**config.mk**
```make
export PLATFORM = sky130hd
export DESIGN_NAME = spi_bus_arbiter
export DESIGN_NICKNAME = d
export VERILOG_FILES = /design/src/rtl/spi_bus_pkg.sv /design/src/rtl/spi_bus_arbiter_rr.sv /design/src/rtl/spi_bus_arbiter.sv
export SDC_FILE = /design/constraint.sdc
export NUM_CORES = 1
export LEC_CHECK = 0
export CAP_MARGIN = 20
export CORE_UTILIZATION = 50
export CTS_CLUSTER_DIAMETER = 50
export CTS_CLUSTER_SIZE = 30
export DETAILED_ROUTE_END_ITERATION = 16
export GPL_TIMING_DRIVEN = 0
export PLACE_DENSITY = 0.79
export SLEW_MARGIN = 25
export SYNTH_ARGS = -nofsm -noshare
export SYNTH_HDL_FRONTEND = slang
export SYNTH_HIERARCHICAL = 1
export SYNTH_SLANG_ARGS = --single-unit
```
**constraint.sdc**
```tcl
create_clock -name i_clk -period 2.3 [get_ports i_clk]
set_clock_uncertainty 0.15 [all_clocks]
set_input_delay 0.345 -clock i_clk [delete_from_list [all_inputs] [get_ports i_clk]]
set_output_delay 0.345 -clock i_clk [all_outputs]
set_load 0.02 [all_outputs]
```
**src/rtl/spi_bus_pkg.sv**
```systemverilog
// Purpose: shared types and default timing for the SPI bus arbiter.
// Latency: n/a (definitions only).
// Backpressure: n/a.
package spi_bus_pkg;

    localparam int BYTE_W = 8;   // SPI engine byte width
    localparam int IDX_W  = 2;   // requester index width (N_REQ up to 4)
    localparam int CNT_W  = 16;  // phase counter width

    localparam logic [CNT_W-1:0] DEF_CS_SETUP = 16'h00FF;
    localparam logic [CNT_W-1:0] DEF_CS_HOLD  = 16'h00FF;
    localparam logic [CNT_W-1:0] DEF_CS_GAP   = 16'h00FF;
    localparam logic [CNT_W-1:0] DEF_TIMEOUT  = 16'hFFFF;

    typedef enum logic [2:0] {
        ST_IDLE  = 3'd0,
        ST_SETUP = 3'd1,
        ST_XFER  = 3'd2,
        ST_BUSY  = 3'd3,
        ST_NEXT  = 3'd4,
        ST_HOLD  = 3'd5,
        ST_GAP   = 3'd6
    } state_t;

    // Next index after idx, wrapping at n.
    function automatic logic [IDX_W-1:0] wrap_inc(input logic [IDX_W-1:0] idx, input int n);
        return (int'(idx) == n - 1) ? '0 : idx + 1'b1;
    endfunction

endpackage

```
**src/rtl/spi_bus_arbiter_rr.sv**
```systemverilog
// Purpose: round-robin picker; first request at or after the pointer, wrapping.
// Latency: grant is combinational; pointer update takes effect the next cycle.
// Backpressure: none; caller decides when a grant is taken (i_upd).
// Ports: i_req requests, i_upd/i_upd_idx advance pointer past the finished owner,
//        o_grant one-hot pick, o_idx its index, o_any any request present.
module rr_arbiter
    import spi_bus_pkg::*;
#(
    parameter int N_REQ = 2
) (
    input  logic              i_clk,
    input  logic              i_rst,
    input  logic [N_REQ-1:0]  i_req,
    input  logic              i_upd,
    input  logic [IDX_W-1:0]  i_upd_idx,
    output logic [N_REQ-1:0]  o_grant,
    output logic [IDX_W-1:0]  o_idx,
    output logic              o_any
);

    logic [IDX_W-1:0] r_ptr;

    always_ff @(posedge i_clk) begin
        if (i_rst) begin
            r_ptr <= '0;
        end else if (i_upd) begin
            r_ptr <= wrap_inc(i_upd_idx, N_REQ);
        end
    end

    // Two passes: indices at/above the pointer first, then the wrapped ones.
    always_comb begin
        o_grant = '0;
        o_idx   = '0;
        o_any   = 1'b0;
        for (int j = 0; j < N_REQ; j++) begin
            if (!o_any && i_req[j] && (j >= int'(r_ptr))) begin
                o_any      = 1'b1;
                o_grant[j] = 1'b1;
                o_idx      = IDX_W'(j);
            end
        end
        for (int j = 0; j < N_REQ; j++) begin
            if (!o_any && i_req[j] && (j < int'(r_ptr))) begin
                o_any      = 1'b1;
                o_grant[j] = 1'b1;
                o_idx      = IDX_W'(j);
            end
        end
    end

endmodule

```
**src/rtl/spi_bus_arbiter.sv**
```systemverilog
// Purpose: shares one byte SPI engine among N_REQ requesters with per-requester cs_n timing.
// Latency: cs_n fall to first tx_begin = CS_SETUP+2 clk; byte-to-byte = SPI time + 3 clk.
// Backpressure: requester holds req/tx_byte/last until its ack; others wait until the bus frees.
// Ports: i_req/i_last/i_tx_byte per requester in; o_grant/o_ack/o_rx_byte/o_timeout_err out;
//        o_cs_n chip selects; o_spi_tx_begin/o_spi_tx_data to the engine, i_spi_tx_end/i_spi_rx_data back.
module spi_bus_arbiter
    import spi_bus_pkg::*;
#(
    parameter int               N_REQ    = 2,
    parameter logic [CNT_W-1:0] CS_SETUP = DEF_CS_SETUP,
    parameter logic [CNT_W-1:0] CS_HOLD  = DEF_CS_HOLD,
    parameter logic [CNT_W-1:0] CS_GAP   = DEF_CS_GAP,
    parameter logic [CNT_W-1:0] TIMEOUT  = DEF_TIMEOUT
) (
    input  logic                    i_clk,
    input  logic                    i_rst,
    input  logic [N_REQ-1:0]        i_req,
    input  logic [N_REQ-1:0]        i_last,
    input  logic [BYTE_W*N_REQ-1:0] i_tx_byte,
    output logic [N_REQ-1:0]        o_grant,
    output logic [N_REQ-1:0]        o_ack,
    output logic [BYTE_W-1:0]       o_rx_byte,
    output logic                    o_timeout_err,
    output logic [N_REQ-1:0]        o_cs_n,
    output logic                    o_spi_tx_begin,
    output logic [BYTE_W-1:0]       o_spi_tx_data,
    input  logic                    i_spi_tx_end,
    input  logic [BYTE_W-1:0]       i_spi_rx_data
);

    state_t             r_state, w_state;
    logic [CNT_W-1:0]   r_cnt, w_cnt;
    logic [IDX_W-1:0]   r_gidx, w_gidx;
    logic               r_last, w_last;
    logic [N_REQ-1:0]   r_grant, w_grant;
    logic [N_REQ-1:0]   r_ack, w_ack;
    logic [BYTE_W-1:0]  r_rx_byte, w_rx_byte;
    logic               r_timeout_err, w_timeout_err;
    logic [N_REQ-1:0]   r_cs_n, w_cs_n;
    logic               r_tx_begin, w_tx_begin;
    logic [BYTE_W-1:0]  r_tx_data, w_tx_data;

    logic               w_upd;
    logic [N_REQ-1:0]   w_arb_grant;
    logic [IDX_W-1:0]   w_arb_idx;
    logic               w_arb_any;
    logic [BYTE_W-1:0]  w_sel_byte;
    logic               w_sel_last;
    logic               w_sel_req;

    rr_arbiter #(.N_REQ(N_REQ)) u_rr (
        .i_clk     (i_clk),
        .i_rst     (i_rst),
        .i_req     (i_req),
        .i_upd     (w_upd),
        .i_upd_idx (r_gidx),
        .o_grant   (w_arb_grant),
        .o_idx     (w_arb_idx),
        .o_any     (w_arb_any)
    );

    // Inputs of the current owner.
    always_comb begin
        w_sel_byte = '0;
        w_sel_last = 1'b0;
        w_sel_req  = 1'b0;
        for (int k = 0; k < N_REQ; k++) begin
            if (r_gidx == IDX_W'(k)) begin
                w_sel_byte = i_tx_byte[BYTE_W*k +: BYTE_W];
                w_sel_last = i_last[k];
                w_sel_req  = i_req[k];
            end
        end
    end

    always_comb begin
        w_state       = r_state;
        w_cnt         = r_cnt + 1'b1;
        w_gidx        = r_gidx;
        w_last        = r_last;
        w_grant       = r_grant;
        w_ack         = '0;
        w_rx_byte     = r_rx_byte;
        w_timeout_err = 1'b0;
        w_cs_n        = r_cs_n;
        w_tx_begin    = 1'b0;
        w_tx_data     = r_tx_data;
        w_upd         = 1'b0;
        unique case (r_state)
            ST_IDLE: begin
                if (w_arb_any) begin
                    w_grant = w_arb_grant;
                    w_cs_n  = ~w_arb_grant;
                    w_gidx  = w_arb_idx;
                    w_state = ST_SETUP;
                end
            end
            ST_SETUP: begin
                if (r_cnt == CS_SETUP) w_state = ST_XFER;
            end
            ST_XFER: begin
                w_tx_begin = 1'b1;
                w_tx_data  = w_sel_byte;
                w_last     = w_sel_last;
                w_state    = ST_BUSY;
            end
            ST_BUSY: begin
                // End pulses are only honoured here; elsewhere they are stale or spurious.
                if (i_spi_tx_end) begin
                    w_rx_byte = i_spi_rx_data;
                    w_ack     = r_grant;
                    w_state   = r_last ? ST_HOLD : ST_NEXT;
                end
            end
            ST_NEXT: begin
                if (w_sel_req) begin
                    w_state = ST_XFER;
                end else if (r_cnt == TIMEOUT) begin
                    w_timeout_err = 1'b1;
                    w_state       = ST_HOLD;
                end
            end
            ST_HOLD: begin
                if (r_cnt == CS_HOLD) begin
                    w_cs_n  = '1;
                    w_grant = '0;
                    w_upd   = 1'b1;
                    w_state = ST_GAP;
                end
            end
            ST_GAP: begin
                if (r_cnt == CS_GAP) w_state = ST_IDLE;
            end
            default: w_state = ST_IDLE;
        endcase
        // Every phase measures from its own entry.
        if (w_state != r_state) w_cnt = '0;
    end

    always_ff @(posedge i_clk) begin
        if (i_rst) begin
            r_state       <= ST_IDLE;
            r_cnt         <= '0;
            r_gidx        <= '0;
            r_last        <= 1'b0;
            r_grant       <= '0;
            r_ack         <= '0;
            r_rx_byte     <= '0;
            r_timeout_err <= 1'b0;
            r_cs_n        <= '1;
            r_tx_begin    <= 1'b0;
            r_tx_data     <= '0;
        end else begin
            r_state       <= w_state;
            r_cnt         <= w_cnt;
            r_gidx        <= w_gidx;
            r_last        <= w_last;
            r_grant       <= w_grant;
            r_ack         <= w_ack;
            r_rx_byte     <= w_rx_byte;
            r_timeout_err <= w_timeout_err;
            r_cs_n        <= w_cs_n;
            r_tx_begin    <= w_tx_begin;
            r_tx_data     <= w_tx_data;
        end
    end

    assign o_grant        = r_grant;
    assign o_ack          = r_ack;
    assign o_rx_byte      = r_rx_byte;
    assign o_timeout_err  = r_timeout_err;
    assign o_cs_n         = r_cs_n;
    assign o_spi_tx_begin = r_tx_begin;
    assign o_spi_tx_data  = r_tx_data;

endmodule

```
==> flow_summary_export.csv <==
group,metric,value,unit
yosys,synthCells,257,
global_routing,wire_length_of_the_first_global_routing_pass,9.07,mm
yosys,synthAdderAreaFrac,0.521,%
worst_hold_path,min_delay_worst_endpoint,"o_rx_byte[4]",
yosys,avgSynthCellArea,9.35,µm²
timing,timing.max_slew.rel_slack,54.1,%
global_routing,grt_max_degree,15,
cts,cts_root_buffer,"sky130_fd_sc_hd__clkbuf_8",
floorplanning,die_width,71.3,µm
global_routing,overflow,0,
power_and_ir_drop,leakage,1.03,nW
timing,maxSlewViolCount,0,
routing,wl_per_cell,14.3,µm
layout,areaGrowthSynthToFinish,30.6,%
timing,final_min_period_over_clock_period,94.6,%
floorplanning,die-height,71.3,µm
layout,fillCellCount,372,
worst_setup_path,critPathKind,"primary input to register",
worst_setup_path,worstRegToRegCells,6,
yosys,synth-edff-count,0,
yosys,synth_async_sr_flop_share,0,%
routing,drt_pre_antenna_iters,10,
cts,tritoncts.num_buffers,5,
routing,via_count,2067,
worst_hold_path,hold_path_class,"register to register",
layout,design_area,0.00314,mm²
run_status,failing_checks,"DRC",
global_routing,number_of_global_route_vias_before_repair,2011,
power_and_ir_drop,power.ir.vdd_worst,383,µV
cts,insertion_delay,0.30,ns
worst_setup_path,path_cells,"clkdlybuf4s50_1, or2_2, nor4b_2, and2_1, nor2_1, a221o_1",
timing,grt_setup_unrepaired,"false",
yosys,synth_ff_type,"sky130_fd_sc_hd__dfxtp_1",
floorplanning,placeableCoreArea,0.00447,mm²
job,cap_viol_max_count,0,
worst_setup_path,timing.critical_path.from_type,"primary input",
global_routing,grt_antenna_before_repair,0,
worst_setup_path,cpPeakStageDelay,0.55,ns
floorplanning,initial_core_util,53.7,%
yosys,yosys_warnings,6,
yosys,ys_seq_elements,48,
layout,stdcell_count,373,
routing,detail_route.iter0.violations,105,
cts,cts.sink_count,48,
yosys,post_synth_num_cell_types,51,
layout,regArea,961,µm²
yosys,ys_seq_area_share,40.0,%
worst_setup_path,worst_r2r_startpoint,"r_cnt[0]",
global_routing,gr-usage-all-layers,22.4,%
timing,final-hold-violation-count,0,
timing,finalSetupViolations,0,
yosys,synth_compound_gate_area_share,20.3,%
worst_setup_path,worst_ep_required_time,2.35,ns
worst_setup_path,crit_slowest_cell,"sky130_fd_sc_hd__nor4b_2",
run_status,outcome,"complete, but fails checks",
routing,ant_nets,0,
placed_design,dp_hpwl,3.71,mm
worst_hold_path,hold_start,"o_rx_byte[4]",
floorplanning,design.portCount,55,
worst_setup_path,end_kind,"register",
routing,routed_wl,5.34,mm
layout,number_of_diodes,0,
yosys,synth_top_family_by_area,"simple AND/OR/NAND/NOR gates",
worst_setup_path,crit_path_max_fanout,6,
power_and_ir_drop,power-per-cell-area,556,mW/mm²
placed_design,placement.io_buffers,54,
cts,cts_hold_bufs,0,
cts,h-tree-depth,2,
placed_design,placedInstanceArea,0.00301,mm²
placed_design,place_congestion,0.872,
worst_setup_path,critical_path.reg2reg.endpoint,"r_cnt[9]",
yosys,syn-num-nets,289,
timing,worst-slew-pin-transition,0.688,ns
floorplanning,floorplan.die_area,0.00509,mm²
yosys,mappedNetlistArea,0.00240,mm²
worst_hold_path,worstHoldPathCells,2,
yosys,synth-xor-area-share,5.10,%
cts,maximum_buffer_depth_of_the_clock_tree,2,
worst_setup_path,arrival,2.22,ns
worst_setup_path,r2r_setup_slack,0.14,ns
layout,multi_input_comb_area,0.00134,mm²
routing,drc,4,
yosys,muxShareOfSynthArea,5.42,%
timing,layout_min_cycle_time,2.18,ns
cts,clock_slew_at_reported_path_ffs,0.09,ns
cts,cts_tree,"done",
routing,post_drt_via_cell_ratio,5.54,
layout,drive_gt1_share,13.4,%
floorplanning,floorplan.rows,24,
timing,fmaxAchievable,460,MHz
placed_design,place.detailed.instances,363,
layout,fin_nets,352,
yosys,yosys.area_share.simple,24.2,%
cell usage in the layout, fill, tap and decap left out, types with 5 or more instances in the layout:
| master | count |
|---|---|
| sky130_fd_sc_hd__nand2_1 | 29 |
| sky130_fd_sc_hd__buf_2 | 5 |
| sky130_fd_sc_hd__nand4_1 | 5 |
| sky130_fd_sc_hd__dfxtp_1 | 48 |
| sky130_fd_sc_hd__xor2_1 | 6 |
| sky130_fd_sc_hd__nor3_1 | 13 |
| sky130_fd_sc_hd__clkdlybuf4s50_1 | 54 |
| sky130_fd_sc_hd__clkbuf_1 | 7 |
| sky130_fd_sc_hd__mux2i_1 | 13 |
| sky130_fd_sc_hd__a211oi_2 | 11 |
| sky130_fd_sc_hd__a21oi_1 | 21 |
| sky130_fd_sc_hd__clkbuf_8 | 5 |
| sky130_fd_sc_hd__nand3_1 | 6 |
| sky130_fd_sc_hd__nor2_1 | 21 |
| sky130_fd_sc_hd__a211oi_1 | 8 |
| sky130_fd_sc_hd__xnor2_1 | 8 |
worst max-delay path by stage:
| stage | start | endpoint | slack, ns | depth (start not counted) |
|---|---|---|---|---|
| 3_3_place_gp | i_req[0] | o_cs_n[1] | -0.17 | 6 |
| 5_1_grt | i_req[0] | o_cs_n[1] | 0.02 | 6 |
| 4_1_cts | r_cnt[0] | u_rr/r_ptr[1] | 0.05 | 6 |
| 2_1_floorplan | r_cnt[0] | u_rr/r_ptr[1] | 0.39 | 6 |
| 3_5_place_dp | i_req[0] | o_cs_n[1] | -0.19 | 6 |
| 6_report | i_req[0] | o_cs_n[1] | 0.12 | 6 |
state kept, by name (all words and copies together) (netlist names):
name / cells
r_cnt: 16
o_rx_byte: 8
o_spi_tx_data: 8
r_state: 3
o_ack: 2
o_cs_n: 2
o_grant: 2
r_gidx: 2
u_rr/r_ptr: 2
o_spi_tx_begin: 1
o_timeout_err: 1
r_last: 1
routing by layer:
metal,global-route usage [%],vias to the layer above,wire length (µm)
li1,-,1056,-
met3,4.78,9,225
met2,37.6,61,2560
met5,0,-,0
met1,28.7,941,2450
met4,7.56,0,99
power by group:
| group | internal [mW] | leakage (nW) | switching, mW |
|---|---|---|---|
| clock network | 0.323 | 0.0552 | 0.280 |
| logic | 0.134 | 0.587 | 0.142 |
| registers | 0.848 | 0.388 | 0.0163 |
through the flow:
| step | hold WS [ns] | power, mW | TNS (ns) | util, % | setup slack [ns] |
|---|---|---|---|---|---|
| after global placement | 0.291 | 1.14 | -1.02 | 67.2 | -0.168 |
| after floorplan | 0.264 | 1.05 | 0 | - | 0.387 |
| after detailed placement | 0.296 | 1.15 | -1.34 | 67.2 | -0.193 |
| after CTS | 0.308 | 1.74 | 0 | 69.6 | 0.0496 |
| after global routing | 0.323 | 1.81 | 0 | 70.1 | 0.0173 |
| final | 0.307 | 1.74 | 0 | 70.1 | 0.124 |
final cells by class:
type | instances | area share, %
clock buffer | 6 | 2.31
buffer | 16 | 2.95
sequential | 48 | 30.6
clock inverter | 2 | 1.12
timing repair buffer | 56 | 17.7
multi-input combinational | 190 | 42.8
inverter | 3 | 0.359
tap | 52 | 2.07
Yosys cell counts (2+ instances only):
library cell / n / share of area [%]
sky130_fd_sc_hd__and4_1: 3 / 1.1
sky130_fd_sc_hd__nor2_1: 21 / 3.3
sky130_fd_sc_hd__nor3b_1: 2 / 0.62
sky130_fd_sc_hd__xor2_1: 6 / 2.2
sky130_fd_sc_hd__clkbuf_1: 6 / 0.94
sky130_fd_sc_hd__xnor2_1: 8 / 2.9
sky130_fd_sc_hd__a211oi_2: 11 / 5.7
sky130_fd_sc_hd__or4_1: 2 / 0.62
sky130_fd_sc_hd__mux2i_1: 13 / 5.4
sky130_fd_sc_hd__o21a_1: 2 / 0.62
sky130_fd_sc_hd__and2_1: 2 / 0.52
sky130_fd_sc_hd__nand2_1: 29 / 4.5
sky130_fd_sc_hd__a221o_1: 2 / 0.83
sky130_fd_sc_hd__inv_1: 2 / 0.31
sky130_fd_sc_hd__nand3_1: 6 / 1.3
sky130_fd_sc_hd__nand2b_1: 3 / 0.78
sky130_fd_sc_hd__a21oi_1: 21 / 4.4
sky130_fd_sc_hd__dfxtp_1: 48 / 40
sky130_fd_sc_hd__nor2b_1: 2 / 0.52
sky130_fd_sc_hd__buf_6: 3 / 1.4
sky130_fd_sc_hd__a211oi_1: 8 / 2.5
sky130_fd_sc_hd__nor4_2: 2 / 1.0
sky130_fd_sc_hd__buf_2: 5 / 1.0
sky130_fd_sc_hd__nand4_1: 5 / 1.3
sky130_fd_sc_hd__nor3_1: 14 / 2.9
sky130_fd_sc_hd__o21ai_0: 2 / 0.42
sky130_fd_sc_hd__nor4_1: 3 / 0.78
sky130_fd_sc_hd__a31oi_1: 3 / 0.78
logic make-up after synthesis:
group	Yosys count
DFF	48
other	1
xor gates and xnor gates	14
muxes	13
AOI/OAI and AO/OA	56
buffers and inverters	19
and+or+nand+nor	105
adders and majority gates	1
worst max-delay path: cells and delay by family:
kind            cells  cell delay [ns]
simple gates        4             1.01
buf+inv             1             0.54
compound gates      1             0.33
repair_timing:
action | CTS | global route
endpoints found under the setup margin | 0 | 12
buffers inserted | 0 | 2
resized for setup | 0 | 2
endpoints found under the hold margin | 0 | 0
No activity file was read; power rests on OpenSTA's default activity.
==> variant (same settings) <==
Re-encode `state_t` (7 states) as one-hot, 7 bits wide.
--- a/src/rtl/spi_bus_pkg.sv
+++ b/src/rtl/spi_bus_pkg.sv
@@ -12,14 +12,14 @@
     localparam logic [CNT_W-1:0] DEF_CS_GAP   = 16'h00FF;
     localparam logic [CNT_W-1:0] DEF_TIMEOUT  = 16'hFFFF;
 
-    typedef enum logic [2:0] {
-        ST_IDLE  = 3'd0,
-        ST_SETUP = 3'd1,
-        ST_XFER  = 3'd2,
-        ST_BUSY  = 3'd3,
-        ST_NEXT  = 3'd4,
-        ST_HOLD  = 3'd5,
-        ST_GAP   = 3'd6
+    typedef enum logic [6:0] {
+        ST_IDLE  = 7'b0000001,
+        ST_SETUP = 7'b0000010,
+        ST_XFER  = 7'b0000100,
+        ST_BUSY  = 7'b0001000,
+        ST_NEXT  = 7'b0010000,
+        ST_HOLD  = 7'b0100000,
+        ST_GAP   = 7'b1000000
     } state_t;
 
     // Next index after idx, wrapping at n.
Formal check against the unedited RTL: same outputs for any inputs over 10 cycles, from zero or initial values and one cycle with i_rst high; not proved beyond that.
==> variant against the original RTL <==
Global-route usage rose by 0.56 points. Sequential share of layout area fell by 2.1 points. Sequential cell count rose by 4. Setup slack got worse by 0.067 ns. Area after synthesis rose by 13%. Cell area rose by 17%. Cell count rose by 18%. Total power rose by 8.1%. Wire length rose by 20%. Count of clock-buffer cells in the layout did not move. Sequential power rose by 9.0%.
==> variant: results (changes against the original RTL) <==
Setup path
  • Depth of the worst register-to-register path: 7 (+1)
  • R2R Path Start: r_cnt[13]
  • Flop2flop setup slack: 0.06 ns (-0.08 ns)
  • Max stage delay cell, worst path: or4_4
  • Top fanout value on the critical path: 10 (+4)
  • Capture instance of the worst register-to-register path: r_cnt[4]
  • Destination of the critical timing path: r_cnt[4]
  • Worst Path Class, Setup: register to register
  • Arrival time reported for the critical path endpoint: 2.29 ns (+0.07 ns)

Final layout
  • Non-clock buffering overhead: 21.5% (+0.86 points)
  • Layout inverter count without the clock tree: 4 (+1)
  • Share of layout cells above drive strength 1: 20.9% (+7.5 points)
  • Non-clock buffers: 88 (+22%)
  • Fraction of area in multi-input gates: 44.8% (+1.9 points)
  • Number of combinational gates with multiple inputs: 217 (+14%)
  • Register share of the cell area: 28.5% (-2.1 points)
  • Number of fillers in the final layout: 412 (+11%)
  • Non-filler instance count after layout: 439 (+18%)
  • Relative area of clock buffers and inverters in the final design: 2.43% (-1.0 points)
  • Number of nets in the layout: 400 (+14%)
  • Area delta synth->final: 34.9%
  • Number of sequential cells in the layout: 52 (+8.3%)

Worst hold path
  • Worst min-delay path endpoint: o_grant[0]
  • Hold_sp: o_grant[0]

Global route
  • Wire length of the first global-routing pass: 9890 um (+9.1%)
  • Total global routing track utilization: 23.0% (+0.56 points)

Route
  • Vias post-DR: 2397 (+16%)
  • Aggregate routed wire length: 6410 um (+20%)
  • Violation count after the first detailed-routing iteration: 171 (+63%)

Yosys
  • Most area-consuming cells after synthesis: dfxtp_1, mux2i_1, nor2_1, nor4_2, a21oi_1
  • Mean instance size in the synthesized netlist: 9.26 um2 (-0.91%)
  • Number of register bits inferred by synthesis: 52 (+8.3%)
  • Portion of the post-synthesis area used by sequential elements: 38.4% (-1.6 points)
  • Yosys cell types: 60 (+18%)
  • Synth Net Count: 325 (+12%)
  • Leading cell types by count after synthesis: dfxtp_1, nor2_1, mux2i_1

Clock tree
  • Clock tree buffer depth: 2 (unchanged)
  • Post-CTS Setup Inserts: 5 (+5)
  • Later-pin clock latency in the skew report: 0.31 ns
  • Post-CTS resize count: 8 (+8)

Place
  • Weighted congestion reported at the end of routability-driven placement: 0.916 (+5.1%)
  • Half-perimeter wire length of the detailed placement result: 4560 um (+23%)
  • Number of placed instances with taps included: 417 (+15%)
  • Worst slack, placed: -0.441 ns (-0.248 ns)
  • Instance area at placement: 3340 um2 (+11%)

Power and ir drop
  • Seq pwr share: 50.0% (+0.4 points)
  • Power of the sequential group: 942 uW (+9.0%)
  • Switching portion of total power: 28.9% (+3.7 points)
  • Combinational power: 413 uW (+50%)
  • Leakage power of the design: 0.00127 uW (+23%)
  • Worst-case vdd ir drop: 0.408 mV (+6.6%)

STA
  • Worst hold-check slack: 0.330 ns (+0.0227 ns)
  • Worst-Margin Slew: 0.671 ns (-0.0175 ns)
  • Period minus WS final: 2.24 ns (+0.0671 ns)

Floorplan
  • Die area: 5730 um2 (+13%)

Run status
  • Run status: complete, no violations
variant: cell types whose count changed in the layout (fill, tap and decap cells not counted), sizes merged, moves of 4 or more:
| cell | change |
|---|---|
| nor4 | +18 |
| a211oi | -17 |
| nor2 | +17 |
| nand2 | -14 |
| buf | +13 |
| mux2i | +8 |
| dfxtp | +4 |
| o21ai | +4 |
variant: cell families (layout without fill, tap and decap cells):
kind of cell             after synthesis  count (layout)  share of synthesized area [%]
AND/OR/NAND/NOR                      131             131                           30.6
flip-flops                            52              52                           38.4
AO/OA/AOI/OAI                         47              47                           12.0
buffers and inverters                 24             100                           5.49
multiplexers                          21              21                           7.75
XOR/XNOR                              16              16                           5.16
adder cells (fa/ha/maj)                1               1                          0.461
other                                  1               1                          0.138
variant: per-layer routing:
metal  global-route usage [%]  vias up  part of all wire, %
met5                        0        -                    0
met4                     9.88        0                  1.4
met3                     5.69        8                  7.0
met2                     35.7       68                   48
met1                     30.4     1116                   43
li1                         -     1205                    -
